## src/rtl/wb_arb_pkg.sv

```systemverilog
// Shared types and constants for the two-master Wishbone IO arbiter.
// Holds the FSM state encoding, the owner encoding and the default timeout.
package wb_arb_pkg;

  typedef enum logic [1:0] {
    ST_IDLE = 2'd0,
    ST_GNT0 = 2'd1,
    ST_GNT1 = 2'd2
  } arb_state_e;

  typedef enum logic {
    OWN_M0 = 1'b0,
    OWN_M1 = 1'b1
  } owner_e;

  localparam int unsigned TIMEOUT_CYCLES_DEF = 255;

  function automatic logic [1:0] gnt_onehot(input arb_state_e st);
    logic [1:0] oh;
    case (st)
      ST_GNT0: oh = 2'b01;
      ST_GNT1: oh = 2'b10;
      default: oh = 2'b00;
    endcase
    return oh;
  endfunction

endpackage

```

## src/rtl/wb_arb_timeout.sv

```systemverilog
// Watchdog for the granted strobe: counts unanswered cycles, flags the
// threshold cycle and remembers the address of the last timed-out access.
module wb_arb_timeout
  import wb_arb_pkg::*;
#(
  parameter int unsigned TIMEOUT_CYCLES = TIMEOUT_CYCLES_DEF
) (
  input  logic        wb_clk_i,
  input  logic        wb_rst_i,
  input  logic        granted_i,
  input  logic        stb_i,
  input  logic        resp_i,
  input  logic [31:0] adr_i,
  output logic        tmo_o,
  output logic [31:0] tmo_adr_o
);

  localparam logic [15:0] THRESH = 16'(TIMEOUT_CYCLES - 1);

  logic [15:0] cnt_q;
  logic [15:0] cnt_d;
  logic [31:0] tmo_adr_q;
  logic [31:0] tmo_adr_d;
  logic        tmo_s;

  // A response on the threshold cycle wins, so it suppresses the timeout.
  assign tmo_s = granted_i && stb_i && !resp_i && (cnt_q == THRESH);

  // Next-state for the saturating counter and the captured address.
  always_comb begin
    cnt_d     = cnt_q;
    tmo_adr_d = tmo_adr_q;
    if (!granted_i || !stb_i || resp_i || tmo_s) begin
      cnt_d = 16'd0;
    end else if (cnt_q != 16'hFFFF) begin
      cnt_d = cnt_q + 16'd1;
    end else begin
      cnt_d = cnt_q;
    end
    if (tmo_s) begin
      tmo_adr_d = adr_i;
    end else begin
      tmo_adr_d = tmo_adr_q;
    end
  end

  // Counter and captured-address registers.
  always_ff @(posedge wb_clk_i or posedge wb_rst_i) begin
    if (wb_rst_i) begin
      cnt_q     <= 16'd0;
      tmo_adr_q <= 32'd0;
    end else begin
      cnt_q     <= cnt_d;
      tmo_adr_q <= tmo_adr_d;
    end
  end

  assign tmo_o     = tmo_s;
  assign tmo_adr_o = tmo_adr_q;

endmodule

```

## src/rtl/wb_io_arbiter.sv

```systemverilog
// Round-robin, non-preemptive arbiter giving two Wishbone masters access to
// one IO bus, with zero-latency pass-through and a strobe watchdog.
module wb_io_arbiter
  import wb_arb_pkg::*;
#(
  parameter int unsigned TIMEOUT_CYCLES = TIMEOUT_CYCLES_DEF
) (
  input  logic        wb_clk_i,
  input  logic        wb_rst_i,
  input  logic [31:0] wbm0_adr_i,
  input  logic [31:0] wbm0_dat_i,
  input  logic [3:0]  wbm0_sel_i,
  input  logic        wbm0_we_i,
  input  logic        wbm0_cyc_i,
  input  logic        wbm0_stb_i,
  input  logic [2:0]  wbm0_cti_i,
  input  logic [1:0]  wbm0_bte_i,
  output logic [31:0] wbm0_dat_o,
  output logic        wbm0_ack_o,
  output logic        wbm0_err_o,
  output logic        wbm0_rty_o,
  input  logic [31:0] wbm1_adr_i,
  input  logic [31:0] wbm1_dat_i,
  input  logic [3:0]  wbm1_sel_i,
  input  logic        wbm1_we_i,
  input  logic        wbm1_cyc_i,
  input  logic        wbm1_stb_i,
  input  logic [2:0]  wbm1_cti_i,
  input  logic [1:0]  wbm1_bte_i,
  output logic [31:0] wbm1_dat_o,
  output logic        wbm1_ack_o,
  output logic        wbm1_err_o,
  output logic        wbm1_rty_o,
  output logic [31:0] wb_io_adr_o,
  output logic [31:0] wb_io_dat_o,
  output logic [3:0]  wb_io_sel_o,
  output logic        wb_io_we_o,
  output logic        wb_io_cyc_o,
  output logic        wb_io_stb_o,
  output logic [2:0]  wb_io_cti_o,
  output logic [1:0]  wb_io_bte_o,
  input  logic [31:0] wb_io_dat_i,
  input  logic        wb_io_ack_i,
  input  logic        wb_io_err_i,
  input  logic        wb_io_rty_i,
  output logic        tmo_o,
  output logic [31:0] tmo_adr_o,
  output logic [1:0]  gnt_o
);

  arb_state_e state_q;
  owner_e     last_gnt_q;
  logic       granted_s;
  logic       owner_stb_s;
  logic       resp_s;
  logic       tmo_s;

  // Grant FSM: ties go to the master that was not granted last.
  always_ff @(posedge wb_clk_i or posedge wb_rst_i) begin
    if (wb_rst_i) begin
      state_q    <= ST_IDLE;
      last_gnt_q <= OWN_M1;
    end else begin
      case (state_q)
        ST_IDLE: begin
          if (wbm0_cyc_i && wbm1_cyc_i) begin
            if (last_gnt_q == OWN_M1) begin
              state_q    <= ST_GNT0;
              last_gnt_q <= OWN_M0;
            end else begin
              state_q    <= ST_GNT1;
              last_gnt_q <= OWN_M1;
            end
          end else if (wbm0_cyc_i) begin
            state_q    <= ST_GNT0;
            last_gnt_q <= OWN_M0;
          end else if (wbm1_cyc_i) begin
            state_q    <= ST_GNT1;
            last_gnt_q <= OWN_M1;
          end else begin
            state_q <= ST_IDLE;
          end
        end
        ST_GNT0: begin
          if (!wbm0_cyc_i) begin
            if (wbm1_cyc_i) begin
              state_q    <= ST_GNT1;
              last_gnt_q <= OWN_M1;
            end else begin
              state_q <= ST_IDLE;
            end
          end else begin
            state_q <= ST_GNT0;
          end
        end
        ST_GNT1: begin
          if (!wbm1_cyc_i) begin
            if (wbm0_cyc_i) begin
              state_q    <= ST_GNT0;
              last_gnt_q <= OWN_M0;
            end else begin
              state_q <= ST_IDLE;
            end
          end else begin
            state_q <= ST_GNT1;
          end
        end
        default: begin
          state_q <= ST_IDLE;
        end
      endcase
    end
  end

  assign granted_s   = (state_q == ST_GNT0) || (state_q == ST_GNT1);
  assign owner_stb_s = ((state_q == ST_GNT0) && wbm0_stb_i) ||
                       ((state_q == ST_GNT1) && wbm1_stb_i);
  assign resp_s      = wb_io_ack_i || wb_io_err_i || wb_io_rty_i;

  wb_arb_timeout #(
    .TIMEOUT_CYCLES(TIMEOUT_CYCLES)
  ) u_timeout (
    .wb_clk_i  (wb_clk_i),
    .wb_rst_i  (wb_rst_i),
    .granted_i (granted_s),
    .stb_i     (owner_stb_s),
    .resp_i    (resp_s),
    .adr_i     (wb_io_adr_o),
    .tmo_o     (tmo_s),
    .tmo_adr_o (tmo_adr_o)
  );

  // Forward the owner's request and route responses back to it alone.
  always_comb begin
    wb_io_adr_o = 32'd0;
    wb_io_dat_o = 32'd0;
    wb_io_sel_o = 4'd0;
    wb_io_we_o  = 1'b0;
    wb_io_cyc_o = 1'b0;
    wb_io_stb_o = 1'b0;
    wb_io_cti_o = 3'd0;
    wb_io_bte_o = 2'd0;
    wbm0_ack_o  = 1'b0;
    wbm0_err_o  = 1'b0;
    wbm0_rty_o  = 1'b0;
    wbm1_ack_o  = 1'b0;
    wbm1_err_o  = 1'b0;
    wbm1_rty_o  = 1'b0;
    case (state_q)
      ST_GNT0: begin
        wb_io_adr_o = wbm0_adr_i;
        wb_io_dat_o = wbm0_dat_i;
        wb_io_sel_o = wbm0_sel_i;
        wb_io_we_o  = wbm0_we_i;
        wb_io_cyc_o = wbm0_cyc_i;
        wb_io_stb_o = wbm0_stb_i && !tmo_s;
        wb_io_cti_o = wbm0_cti_i;
        wb_io_bte_o = wbm0_bte_i;
        wbm0_ack_o  = wb_io_ack_i;
        wbm0_err_o  = wb_io_err_i || tmo_s;
        wbm0_rty_o  = wb_io_rty_i;
      end
      ST_GNT1: begin
        wb_io_adr_o = wbm1_adr_i;
        wb_io_dat_o = wbm1_dat_i;
        wb_io_sel_o = wbm1_sel_i;
        wb_io_we_o  = wbm1_we_i;
        wb_io_cyc_o = wbm1_cyc_i;
        wb_io_stb_o = wbm1_stb_i && !tmo_s;
        wb_io_cti_o = wbm1_cti_i;
        wb_io_bte_o = wbm1_bte_i;
        wbm1_ack_o  = wb_io_ack_i;
        wbm1_err_o  = wb_io_err_i || tmo_s;
        wbm1_rty_o  = wb_io_rty_i;
      end
      default: begin
        wb_io_stb_o = 1'b0;
      end
    endcase
  end

  assign wbm0_dat_o = wb_io_dat_i;
  assign wbm1_dat_o = wb_io_dat_i;
  assign tmo_o      = tmo_s;
  assign gnt_o      = gnt_onehot(state_q);

endmodule

```

## config.mk

```make
export PLATFORM = sky130hd
export DESIGN_NAME = wb_io_arbiter
export DESIGN_NICKNAME = d
export VERILOG_FILES = /design/src/rtl/wb_arb_pkg.sv /design/src/rtl/wb_arb_timeout.sv /design/src/rtl/wb_io_arbiter.sv
export SDC_FILE = /design/constraint.sdc
export NUM_CORES = 1
export LEC_CHECK = 0
export ABC_AREA = 1
export BUFFER_PORTS_ARGS = -buffer_cell sky130_fd_sc_hd__buf_2
export CORE_AREA = 3 3 144 146
export CTS_CLUSTER_SIZE = 30
export DETAILED_ROUTE_END_ITERATION = 16
export DIE_AREA = 0 0 147 149
export SYNTH_ARGS = -nofsm -noshare
export SYNTH_HDL_FRONTEND = slang
export SYNTH_SLANG_ARGS = --single-unit
```

## constraint.sdc

```tcl
create_clock -name wb_clk_i -period 3.65 [get_ports wb_clk_i]
set_input_delay 0.1825 -clock wb_clk_i [delete_from_list [all_inputs] [get_ports wb_clk_i]]
set_output_delay 0.1825 -clock wb_clk_i [all_outputs]
set_load 0.05 [all_outputs]
```

=== Word level (Yosys, flattened, before mapping) ===
Index checks and enable logic that the tools add are counted.

* Bitwise gates (word level): 0
* Shifts and indexed selects: 0
* Multipliers: 0
* Magnitude comparators: 0
* Div/mod/pow operators: 0
* Reduce and logical (&&, ||, !) cells: 24
* Add/subtract/negate cells: 1
* Equality and inequality tests: 7
* Mux-type cells: 32

{| class="wikitable"
|+ Operators by type and width
! kind !! count
|-
| $pmux 32 s2 || 2
|-
| $mux 16 || 2
|-
| $add 16x1->16 const B || 1
|-
| $eq 16x8->1 const B || 1
|-
| $ne 16x16->1 const B || 1
|-
| $mux 1 || 14
|-
| $mux 2 || 5
|-
| $logic_and 1x1->1 || 8
|-
| $logic_or 1x1->1 || 8
|-
| $pmux 2 s2 || 2
|-
| $pmux 4 s2 || 1
|-
| $ne 2x2->1 const B || 3
|-
| $pmux 1 s2 || 3
|-
| $pmux 2 s3 || 1
|-
| $pmux 3 s2 || 1
|-
| $logic_not 1->1 || 4
|-
| $reduce_and 4->1 || 1
|-
| $pmux 1 s3 || 1
|-
| $reduce_bool 3->1 || 1
|-
| $eq 2x1->1 const B || 1
|-
| $eq 2x2->1 const B || 1
|-
| $logic_not 2->1 || 1
|-
| $reduce_bool 2->1 || 1
|}

* Memories kept: 0
* Latch bits: 0
* Memory bits (read-only): 0
* Input port bits: 189
* Logic and storage cells: 68
* Output and inout port bits: 181
* Register bits: 51
* Memory bits (writable): 0

=== Longest topological paths before layout ===
* Depth in word-level cells: 9
* Depth in mapped cells: 12
* Gate-level depth less buffers: 9

=== Cells and area by module ===
Synthesis repeated with hierarchy kept, for this count alone.

* Cells, all modules: 658
* Area total of the unflattened synthesis: 4,339.2 sq um

{| class="wikitable"
|+ By module, submodules not included
! module !! area an instance (sq um) !! times used !! sequential area each (sq um) !! cells an instance
|-
| wb_arb_timeout || 2,288.4 || 1 || 1,201.2 || 280
|-
| wb_io_arbiter || 2,050.7 || 1 || 76.3 || 378
|}

=== Least setup slack after synthesis ===
Ideal clock, no wire load.

* Kind: register -> output
* From: reg state_q[0]
* To: out wbm0_err_o
* Required time: 3.467 ns
* Stages on the path, launching flop included: 11
* Arrival: 2.042 ns
* Path slack: 1.426 ns
* Path buffers: 2
* Cells stage by stage: dfrtp_1 > inv_1 > ha_1 > inv_2 > nor2_1 > nand2_1 > nor2_2 > nand3_2 > buf_6 > buf_6 > a21oi_2

* Word-level cells in the longest chain between the ends: 8
* Elaborated cells between the ends (all ways): 11
* Those cells by class: eq/ne: 2; mux: 1; reduce/logical: 8

{| class="wikitable"
|+ RTL lines
! what !! line !! text
|-
| from (decl) || wb_io_arbiter.sv:51 || <nowiki>arb_state_e state_q;</nowiki>
|-
| from (signal assigned) || wb_io_arbiter.sv:61 || <nowiki>state_q <= ST_IDLE;</nowiki>
|-
| from (signal assigned) || wb_io_arbiter.sv:68 || <nowiki>state_q <= ST_GNT0;</nowiki>
|-
| from (signal assigned) || wb_io_arbiter.sv:71 || <nowiki>state_q <= ST_GNT1;</nowiki>
|-
| $eq 2x1->1 / $eq 2x2->1 (equally long branches) || - ||
|-
| $logic_and 1x1->1 (on tied branches) || wb_io_arbiter.sv:116, wb_io_arbiter.sv:117 ||
|-
| $logic_or 1x1->1 || wb_io_arbiter.sv:116 || <nowiki>assign owner_stb_s = ((state_q == ST_GNT0) && wbm0_stb_i) ||</nowiki>
|-
| $logic_and 1x1->1 (3 in a row) || wb_arb_timeout.sv:27 || <nowiki>assign tmo_s = granted_i && stb_i && !resp_i && (cnt_q == THRESH);</nowiki>
|-
| $logic_or 1x1->1 || wb_io_arbiter.sv:160 || <nowiki>wbm0_err_o = wb_io_err_i || tmo_s;</nowiki>
|-
| $mux 1 * || wb_io_arbiter.sv:149 || <nowiki>case (state_q)</nowiki>
|-
| to (decl) || wb_io_arbiter.sv:20 || <nowiki>output logic wbm0_err_o,</nowiki>
|}

Every way passes the cells marked *; elsewhere a longest branch is shown, timed or not.

=== Worst setup path in the final report ===
Ends and elaborated chain as after synthesis.

==> out/qor.txt <==
status: finished clean
Clock Path Buffers: 2
clk_lat worst skew: 0.30 ns
final wirelength: 17.16 mm
top cell type by total area after synthesis: dfrtp_1
Setup crit end kind: output pin
share of power burned in registers: 18.1%
vias per std cell: 4.290
dominant cells by area after synthesis: dfrtp_1 (32%), buf_4 (13%), a22o_1 (9.5%), nand2_1 (8.0%), a22oi_1 (6.2%)
Power Density: 638.6 nW/um^2
WHS: 0.1834 ns
core area: 19530 um^2
die extent in y: 149 um
Clock Pin Slew Worst Setup and Hold Paths: 0.08 ns
Final Hold Viols: 0
most frequently used flop master after synthesis: dfrtp_1
Synth Warn #: 0
Mapped Cells: 490
Pre-Repair DR Iteration Count: 4
total congestion overflow: 0
largest net degree at the start of global routing: 45
Mean Syn Cell Area: 7.900 um^2
fraction of layout cells with a size suffix above 1: 46.66%
first-pass GRT wire length: 24.26 mm
Initial Util: 19.83%
CTS tree: yes
relative slew slack: 54.31%
DR vias: 4114
Highest Clock Rate: 0.3754 GHz
combinational share of power: 65.2%
TritonCTS Buffers: 5
DRC Markers: 0
synth cell count leaders: nand2_1 (83), buf_4 (65), inv_1 (56), dfrtp_1 (50), a22o_1 (42)
CP bufs+invs: 3
Synth cell types: 33
CP peak stage delay: 0.42 ns
RSZ-0062 raised after global routing: false
fin crit share: 72.99%
sw power: 0.001893 W
Critical Path Slowest Stage Cell: dfrtp_1
Tmin final: 2.664 ns
Slew Viols, Final: 0
Synth top area share: 32.32%
CP top delay family: simple AND/OR/NAND/NOR gates
fin util: 26.60%
initial antenna violation count: 12
CTS Sinks: 51
leakage: 3.039 nW
Post-synth EDFFs: 0
Antenna Nets Post-Route: 0
Net count, final: 885
# IOs: 370
P_int: 0.001424 W
GPL Wtd Cong: 0.8452
syn nets: 688
# setup viols final: 0
Seq/Total Area, Yosys: 33.00%
setup tns final: 0 ns
Die ar.: 21900 um^2
Net Sw Frac: 57.07%
Setup Buffers After CTS: 0
maximum fanout along the worst path: 33
ordered list of cells on the worst path: inv_1 -> ha_1 -> inv_2 -> nor2_1 -> nand2_1 -> nor2_2 -> nand3_4 -> a21oi_2 -> buf_2
1st-iter DRT viols: 111
CTS H-tree lvls: 2
Critical Path RT: 3.47 ns
max_cap viols: 0
most numerous cell in the Yosys netlist: nand2_1
I/O Buffers: 273
part of the power in the clock network: 16.7%
maximum VDD drop: 0.3076 mV
data arrival time of the worst path: 2.48 ns
Syn Std Cell Area: 3871 um^2
worst slew pin tran: 0.6844 ns
Wirelength per Cell: 17.89 um
synthesis-to-finish area growth: 34.16%
Die Wd: 147 um
FF+latch count, synth: 51
crit path kind: flip-flop to output pin
nature of the critical path startpoint: flip-flop
Hold WC Path Type: input pin to flip-flop
area of the multi-input gates: 1754 um^2
Reg area: 1277 um^2
Rows: 51
# fillers: 2170
ys async rst share: 100.0%
vias in the first global route: 3950
Worst Clk Skew: 0.01119 ns
total track usage: 14.76%
post-DP HPWL: 14.44 mm
Root Driver: clkbuf_16
==> cells by family (layout without fill, tap and decap cells) <==
group,count (synthesis),count (layout),share of synthesized area [%]
AND/OR/NAND/NOR,138,138,15.09
other,0,6,0
flip-flops,51,51,33.00
buffers and inverters,150,348,21.88
XOR/XNOR,8,8,1.810
adder cells (fa/ha/maj),9,9,2.909
AO/OA/AOI/OAI,134,134,25.31
==> layout by cell type (no fill, tap or decap), types with 13 or more instances in the layout <==
cell type and count:
o21ai_1 16, nor2_1 27, dfrtp_1 50, a22o_1 42, o21ai_0 19, o21ai_2 13
buf_2 273, a22oi_1 32, nand2_1 83, inv_1 53
==> stage by stage <==
stage	setup WS, ns	cells	area (um^2)	power [W]
2_1_floorplan	1.426	490	3871	0.002471
3_3_place_gp	1.299	944	5000	0.002788
3_5_place_dp	1.223	944	5000	0.002789
4_1_cts	0.9318	953	5179	0.003372
5_1_grt	0.7209	957	5189	0.003498
6_report	0.9860	959	5194	0.003317
==> path summary, 6_finish.rpt <==
kind / start / endpoint / slack, ns / depth (start not counted)
min: wbm1_cyc_i / state_q[1] / 0.18 / 3
max: state_q[0] / wbm0_err_o / 0.99 / 9
min in group asynchronous: wb_rst_i / u_timeout.tmo_adr_o[26] / 0.53 / 3
max in group asynchronous: wb_rst_i / u_timeout.tmo_adr_o[9] / 2.32 / 4
max reg2reg: state_q[0] / u_timeout.tmo_adr_o[21] / 1.24 / 10
min reg2reg: u_timeout.tmo_adr_o[27] / u_timeout.tmo_adr_o[27] / 0.48 / 2
==> power groups by stage <==
stage	clock, W	combinational (W)	sequential [W]
6_report	0.000554	0.00216	0.000602
5_1_grt	0.000604	0.00229	0.000605
4_1_cts	0.000587	0.00218	0.000602
3_5_place_dp	0	0.00218	0.000613
3_3_place_gp	0	0.00218	0.000611
2_1_floorplan	0	0.00186	0.000609
==> routing by layer <==
metal	GRT usage, %	part of all wire [%]
met5	0	0
met2	26.57	52
met1	15.74	36
met4	6.198	4.2
met3	5.135	7.9
==> worst register-to-register path, delay by kind of cell (launching register included) <==
kind                       cells  cell delay [ns]
adders and majority gates      1             0.36
and+or+nand+nor                5             0.86
DFF                            1             0.42
AOI/OAI and AO/OA              1             0.06
buffers and inverters          3             0.58
==> timing repair <==
item                       4_1_cts  5_1_grt
gates resized for setup          0        0
hold buffers                     1        0
hold endpoints to repair        11        0
setup endpoints to repair        0        0
==> final cells by class <==
type	count	area share (%)
inverter	60	4.336
clock buffer	5	2.409
clock inverter	3	0.8432
antenna	6	0.2891
multi-input combinational	289	33.77
sequential	51	24.60
tap	265	6.384
timing repair buffer	280	27.37
==> flip-flops by register name, indices dropped and copies added (netlist names) <==
| signal | count |
|---|---|
| u_timeout.tmo_adr_o | 32 |
| last_gnt_q | 1 |
| state_q | 2 |
| u_timeout.cnt_q | 16 |
No activity file was read; power rests on OpenSTA's default activity.
